==> src/rtl/inst_fetch_unit_if.sv <==
// inst_fetch_unit_if: fetch-stage bus bundle (ROM port, redirect input, decode handshake)
//   master (fetch unit): drives rom_addr, if_valid, if_pc, if_inst, if_fault
//                        samples rom_data, redirect_valid, redirect_pc, if_ready
//   slave (environment): the mirror image of master
interface inst_fetch_unit_if #(parameter int ROM_AW = 11);
    logic [ROM_AW-1:0] rom_addr;
    logic [31:0]       rom_data;
    logic              redirect_valid;
    logic [31:0]       redirect_pc;
    logic              if_valid;
    logic              if_ready;
    logic [31:0]       if_pc;
    logic [31:0]       if_inst;
    logic              if_fault;
    modport master (
        output rom_addr, if_valid, if_pc, if_inst, if_fault,
        input  rom_data, redirect_valid, redirect_pc, if_ready
    );
    modport slave (
        input  rom_addr, if_valid, if_pc, if_inst, if_fault,
        output rom_data, redirect_valid, redirect_pc, if_ready
    );
endinterface

==> src/rtl/inst_fetch_unit.sv <==
// inst_fetch_unit: fetch PC, ROM addressing, small instruction FIFO to decode, redirect/flush, fault flagging
//   clk, rst : clock, asynchronous active-high reset
//   bus      : inst_fetch_unit_if.master (ROM word port, redirect, valid/ready head entry to decode)
module inst_fetch_unit #(
    parameter logic [31:0] RESET_PC   = 32'h0000_0000,
    parameter logic [31:0] ROM_BASE   = 32'h0000_0000,
    parameter int          ROM_AW     = 11,
    parameter int          FIFO_DEPTH = 2
) (
    input logic               clk,
    input logic               rst,
    inst_fetch_unit_if.master bus
);
    localparam int PW = $clog2(FIFO_DEPTH);
    localparam logic [PW:0] FULL = (PW+1)'(FIFO_DEPTH);
    typedef enum logic {FETCH, HALT} state_t;
    state_t        state, state_next;
    logic [31:0]   fetch_pc;
    logic [29:0]   off_word;
    logic [PW-1:0] wr_ptr, rd_ptr;
    logic [PW:0]   count;
    logic [31:0]   mem_pc   [FIFO_DEPTH];
    logic [31:0]   mem_inst [FIFO_DEPTH];
    logic          mem_fault[FIFO_DEPTH];
    logic          fault, push, pop;
    // word offset from ROM base; anything above the ROM word range is out of range
    assign off_word     = 30'((fetch_pc - ROM_BASE) >> 2);
    assign fault        = |fetch_pc[1:0] || |off_word[29:ROM_AW];
    assign bus.rom_addr = off_word[ROM_AW-1:0];
    // redirect wins over both ends of the FIFO
    assign pop  = bus.if_valid && bus.if_ready && !bus.redirect_valid;
    assign push = state == FETCH && !bus.redirect_valid && (count < FULL || pop);
    assign bus.if_valid = count != '0;
    assign bus.if_pc    = mem_pc[rd_ptr];
    assign bus.if_inst  = mem_inst[rd_ptr];
    assign bus.if_fault = mem_fault[rd_ptr];
    always_comb state_next = bus.redirect_valid ? FETCH : (push && fault) ? HALT : state;
    always_ff @(posedge clk or posedge rst)
        if (rst) state <= FETCH;
        else     state <= state_next;
    always_ff @(posedge clk or posedge rst) begin
        if (rst) begin
            fetch_pc <= RESET_PC;
            wr_ptr   <= '0;
            rd_ptr   <= '0;
            count    <= '0;
            for (int i = 0; i < FIFO_DEPTH; i++) begin
                mem_pc[i]    <= '0;
                mem_inst[i]  <= '0;
                mem_fault[i] <= 1'b0;
            end
        end else if (bus.redirect_valid) begin
            fetch_pc <= bus.redirect_pc;
            wr_ptr   <= '0;
            rd_ptr   <= '0;
            count    <= '0;
        end else begin
            // full + pop + push writes the slot being read this cycle; the read sees the old word
            if (push) begin
                mem_pc[wr_ptr]    <= fetch_pc;
                mem_inst[wr_ptr]  <= fault ? 32'h0000_0013 : bus.rom_data;
                mem_fault[wr_ptr] <= fault;
                wr_ptr            <= wr_ptr + 1'b1;
                fetch_pc          <= fetch_pc + 32'd4;
            end
            if (pop) rd_ptr <= rd_ptr + 1'b1;
            count <= count + (PW+1)'(push) - (PW+1)'(pop);
        end
    end
endmodule
==> src/flat_wrapper.sv <==
// flat-port wrapper written by rule: the top's interface ports become plain ports
module inst_fetch_unit_flat 
#(
    parameter logic [31:0] RESET_PC   = 32'h0000_0000,
    parameter logic [31:0] ROM_BASE   = 32'h0000_0000,
    parameter int          ROM_AW     = 11,
    parameter int          FIFO_DEPTH = 2
)
  (clk, rst, bus_rom_addr, bus_if_valid, bus_if_pc, bus_if_inst, bus_if_fault, bus_rom_data, bus_redirect_valid, bus_redirect_pc, bus_if_ready);
  inst_fetch_unit_if #(.ROM_AW(ROM_AW)) bus_i ();
  input logic clk;
  input logic rst;
  output wire logic [$bits(bus_i.rom_addr)-1:0] bus_rom_addr;
  output wire logic [$bits(bus_i.if_valid)-1:0] bus_if_valid;
  output wire logic [$bits(bus_i.if_pc)-1:0] bus_if_pc;
  output wire logic [$bits(bus_i.if_inst)-1:0] bus_if_inst;
  output wire logic [$bits(bus_i.if_fault)-1:0] bus_if_fault;
  input wire logic [$bits(bus_i.rom_data)-1:0] bus_rom_data;
  input wire logic [$bits(bus_i.redirect_valid)-1:0] bus_redirect_valid;
  input wire logic [$bits(bus_i.redirect_pc)-1:0] bus_redirect_pc;
  input wire logic [$bits(bus_i.if_ready)-1:0] bus_if_ready;
  assign bus_rom_addr = bus_i.rom_addr;
  assign bus_if_valid = bus_i.if_valid;
  assign bus_if_pc = bus_i.if_pc;
  assign bus_if_inst = bus_i.if_inst;
  assign bus_if_fault = bus_i.if_fault;
  assign bus_i.rom_data = bus_rom_data;
  assign bus_i.redirect_valid = bus_redirect_valid;
  assign bus_i.redirect_pc = bus_redirect_pc;
  assign bus_i.if_ready = bus_if_ready;
  inst_fetch_unit #(.RESET_PC(RESET_PC), .ROM_BASE(ROM_BASE), .ROM_AW(ROM_AW), .FIFO_DEPTH(FIFO_DEPTH)) u_core (.clk(clk), .rst(rst), .bus(bus_i));
endmodule
==> config.mk <==
export PLATFORM = sky130hd
export DESIGN_NAME = inst_fetch_unit_flat
export DESIGN_NICKNAME = d
export VERILOG_FILES = /design/src/rtl/inst_fetch_unit_if.sv /design/src/rtl/inst_fetch_unit.sv /design/src/flat_wrapper.sv
export SDC_FILE = /design/constraint.sdc
export NUM_CORES = 1
export LEC_CHECK = 0
export ABC_AREA = 0
export ABC_CLOCK_PERIOD_IN_PS = 6500
export CELL_PAD_IN_SITES_DETAIL_PLACEMENT = 2
export CELL_PAD_IN_SITES_GLOBAL_PLACEMENT = 2
export CORE_MARGIN = 10
export CORE_UTILIZATION = 34
export DETAILED_ROUTE_END_ITERATION = 6
export GPL_TIMING_DRIVEN = 0
export PLACE_DENSITY_LB_ADDON = 0.1
export SYNTH_ARGS = -nofsm -noshare
export SYNTH_HDL_FRONTEND = slang
export SYNTH_SLANG_ARGS = --single-unit
==> constraint.sdc <==
create_clock -name clk -period 6.5 [get_ports clk]
set_clock_uncertainty 0.05 [all_clocks]
set_input_delay 1.3 -clock clk [delete_from_list [all_inputs] [get_ports clk]]
set_output_delay 1.3 -clock clk [all_outputs]
set_load 0.05 [all_outputs]
; ---- Yosys cells after proc, flatten, opt, wreduce, memory -nomap -nowiden
; Index checks and enable logic that the tools add are counted.
[word_totals]
register_bits = 167
latchBits = 0
ramBits = 0
rom_bits = 0
input_bits = 68
output_inout_bits = 77
elab_cells = 66
n_memories = 0
[classes]
addsub = 5
mul = 0
n_div = 0
order_cmp = 4
eq_ne = 0
n_shift = 0
muxes = 26
bitwise = 4
n_reduce_logical = 16
[ops]
columns = cell, n
row1 = $mux W32, 10
row2 = $bwmux W64, 2
row3 = $add A32 B3 Y32 const B, 1
row4 = $demux W32 S1, 1
row5 = $reduce_or A19 Y1, 1
row6 = $mux W1, 10
row7 = $reduce_bool A2 Y1, 4
row8 = $logic_and A1 B1 Y1, 6
row9 = $ge A2 B2 Y1 const B, 2
row10 = $not A1 Y2, 2
row11 = $add A1 B1 Y1 const B, 2
row12 = $add A2 B1 Y2, 1
row13 = $bwmux W2, 1
row14 = $logic_or A1 B1 Y1, 2
row15 = $lt A2 B1 Y1 const B, 1
row16 = $lt A2 B2 Y1 const B, 1
row17 = $mux W2, 1
row18 = $not A1 Y1, 2
row19 = $reduce_and A2 Y1, 1
row20 = $reduce_or A2 Y1, 1
row21 = $sub A2 B1 Y2, 1
row22 = $demux W1 S1, 1
row23 = $logic_not A1 Y1, 1

; ---- Logic depth before layout (Yosys ltp)
[logic_depth]
ltp_word = 8
ltp_mapped = 8
mapped_depth_nobuf = 8

; ---- Least setup slack after synthesis
; Ideal clock, no wire load.
[synth_timing]
kind = flip-flop to output port
start = reg u_core.rd_ptr
end = out bus_if_inst[11]
arrival_time_ns = 1.506
required_ns = 5.150
setup_slack_ns = 3.644
path_stages_with_launch = 4
n_path_buf = 2
cell_sequence = dfrtp_1 clkbuf_1 clkbuf_1 mux2_2
[synth_between]
elab_chain_len = 4
[synth_lines]
columns = element, line_no
row1 = from (decl), inst_fetch_unit.sv:20  ; logic [PW-1:0] wr_ptr, rd_ptr;
row2 = from (signal assigned), inst_fetch_unit.sv:66  ; if (pop) rd_ptr <= rd_ptr + 1'b1;
row3 = $not A1 Y2 (implied by the code), inst_fetch_unit.sv:35  ; assign bus.if_inst = mem_inst[rd_ptr];
row4 = $mux W32 (implied by the code) (3 in series), inst_fetch_unit.sv:35
row5 = to (decl), flat_wrapper.sv:16  ; output wire logic [$bits(bus_i.if_inst)-1:0] bus_if_inst;
; Every way passes these cells. The select of a mux whose other input is x is not followed.

; ---- Final worst setup path
[layout_timing]
start = reg u_core.rd_ptr
end = out bus_if_pc[13]
[layout_between]
elab_chain_len = 4
[layout_lines]
columns = element, line_no
row1 = $not A1 Y2 (implied by the code), inst_fetch_unit.sv:34  ; assign bus.if_pc = mem_pc[rd_ptr];
row2 = $mux W32 (implied by the code) (3 in series), inst_fetch_unit.sv:34
row3 = to (decl), flat_wrapper.sv:15  ; output wire logic [$bits(bus_i.if_pc)-1:0] bus_if_pc;
; Every way passes these cells. The select of a mux whose other input is x is not followed.

==> metrics <==
status finished, final reports clean; count of unique library cells instantiated by Yosys 35; global-route usage over all layers 17.47%; Post-synth EDFFs 0; core area 0.02250 mm^2; Layout fillers 2354; post-place instance area about 0.0096 mm^2; DRC viols 0; Net count, final around 940; hold endpoint u_core.mem_pc[26]; Slew HR between 40% and 50%; Critical Path Source Type register; Register Area 0.004179 mm^2; GP Congestion 0.7567; TritonCTS Buffers 17; overall routed net length 24780 um; met3 Use GR 4.516%; sequential share of power between 30% and 40%; via count between 5000 and 6000; first-pass GRT wire length 40020 um; CTS Hold Bufs 0; Min-Delay Path Class register to register; switch share a little over a third; Die X 171.0 um; setup bufs post-CTS 0; GR Util met2 30.85%; First-pass DRT Iterations 4; Post-Syn Nets slightly below 800; Peak Freq 222.4 MHz; synthesized area approximately 0.0077 mm^2; H-tree depth 4; IO buf count 144; met1 Use GR 20.63%; synth cell count leaders dfrtp_1, nand2_1, mux2_2; Final Cell Area between 0.01 and 0.015 mm^2; antenna violations before repair 1; syn avg cell area 10.95 um^2; Min Clock Period, post-route ~4500 ps; Yosys top cell area share ~54%; area leader, netlist dfrtp_1; most frequent cell after synthesis dfrtp_1; cells on worst reg2reg path 6; hold path startpoint u_core.mem_pc[26]; CP required just over 5000 ps; footprint of the multi-input gates about 0.0033 mm^2; Reg-to-Reg End u_core.mem_pc[43]; synth top area cells dfrtp_1, mux2_2, nand2_1, o21ai_1, o21ai_0; Tcrit/Tclk final 69.17%; clock power share between 20% and 30%; Initial Util between 30 and 40%; Mapped Cells between 700 and 800; Fin Hold WS between 400 and 500 ps; Combinational Power Share a little over a third; Net Sw Power between 1 and 1.5 mW; clock sinks 167; Power Internal roughly 2.4 mW; clock root cell clkbuf_16; Antenna Violating Nets Remaining 0; die area ~0.029 mm^2; cts repair resizes 0; Hold Path Cell Cnt 2; clock-pin transition on the worst setup and hold timing paths approximately 60 ps; Clk Latency, worst-skew pair about 430 ps; R2R setup slack around 4000 ps; Peak VDD IR 0.2083 mV; vias in the first global route between 7000 and 8000; total power about 3.7 mW; total gr overflow 0; Worst-Margin Slew about 750 ps; Synth Register Bits approximately 170; hpwl dp about 18000 um; Vias/cell between 5 and 6; pin count of the biggest net entering global routing around 110; MaxCap Viol Count 0; LEAKAGE 4.215 nW; async set or reset register ratio after synthesis 100.0%; Setup TNS 0 ps; Layout area overhead 31.18%; num rows 55; crit path max fanout 10; final hold violations 0; drt initial violations 244; CTS Buffer Depth 2; Synthesis Warnings 0; worst path arrival time ~3200 ps; Worst R2R Start u_core.count[1]; unrepaired setup endpoints after global routing false; Slew Limit Fails 0; grt peak-use layer met2; post-synthesis sequential area ratio between 50 and 60%; routed len/inst 21.16 um; Final setup viols 0; io pins approximately 150; share of layout cells above drive strength 1 21.13%; Setup CP Type register to output pin; top_reg_cell synth dfrtp_1; CP Capture Type output pin; TritonCTS clock tree done; die height between 150 and 200 um; power per cell area between 300 and 400 mW/mm^2
==> power groups by stage <==
stage          logic, mW  clock network [mW]  registers, mW
2_1_floorplan      0.910                   0           1.36
3_3_place_gp        1.27                   0           1.39
3_5_place_dp        1.31                   0           1.41
4_1_cts             1.32                1.04           1.40
5_1_grt             1.38                1.08           1.43
6_report            1.29                1.01           1.40
==> through the flow <==
stage | utilization, % | setup slack, ps | cells
after floorplan | - | 631.6 | 708
after global placement | 42.43 | -1487 | 1137
after detailed placement | 42.59 | 2444 | 1138
after CTS | 45.17 | 1970 | 1170
after global routing | 45.17 | 1837 | 1170
final | 45.18 | 2004 | 1171
==> final cells by class <==
type | instances | share of cell area (%)
Antenna cell | 1 | 0.02462
Timing Repair Buffer | 145 | 14.45
Inverter | 6 | 0.2954
Sequential cell | 167 | 41.11
Buffer | 55 | 2.843
Tap cell | 285 | 3.508
Clock inverter | 13 | 1.452
Clock buffer | 19 | 4.258
Multi-Input combinational cell | 480 | 32.06
==> registers in the layout, indices dropped and copies added, names as in the netlist <==
name / count
u_core.state: 1
u_core.count: 2
u_core.mem_fault: 2
u_core.rd_ptr: 1
u_core.fetch_pc: 32
u_core.wr_ptr: 1
u_core.mem_inst: 64
u_core.mem_pc: 64
==> cells by family (layout without fill, tap and decap cells) <==
logic type	count (synthesis)	after routing	synth area share, %
AND/OR/NAND/NOR	215	215	12.67
multiplexers	129	129	18.71
other	0	1	0
adder cells (fa/ha/maj)	3	3	0.4844
AO/OA/AOI/OAI	103	103	6.797
buffers and inverters	61	238	4.020
flip-flops	167	167	53.92
XOR/XNOR	30	30	3.390
==> metal layers <==
metal	up-vias	routed length, um
li1	2748	-
met1	3012	10440
met2	111	12820
met3	17	1303
met4	0	225
met5	-	0
==> how the worst max path moves through the flow <==
stage | start | end | cells past startpoint
after floorplan | rst | u_core.count[0] | 1
after global placement | rst | u_core.mem_inst[40] | 2
after detailed placement | u_core.rd_ptr | bus_if_pc[0] | 4
after CTS | u_core.rd_ptr | bus_if_pc[13] | 4
after global routing | u_core.rd_ptr | bus_if_pc[13] | 4
final | u_core.rd_ptr | bus_if_pc[13] | 4
==> worst max-delay path: stages (launching register included) <==
cell,delay (ps)
dfrtp_1,380
clkbuf_1,590
clkbuf_1,590
mux2_2,440
clkdlybuf4s50_1,710
==> cells in the final DEF, fill, tap and decap left out, types with 12 or more instances in the layout <==
master	count
xor2_1	15
clkbuf_1	33
mux2_2	127
clkbuf_16	17
clkdlybuf4s50_1	144
o21ai_0	45
xnor2_1	15
nor2_1	12
o21ai_1	54
nand2_1	145
dfrtp_1	167
Note: power is estimated with default switching activity, not from simulation.
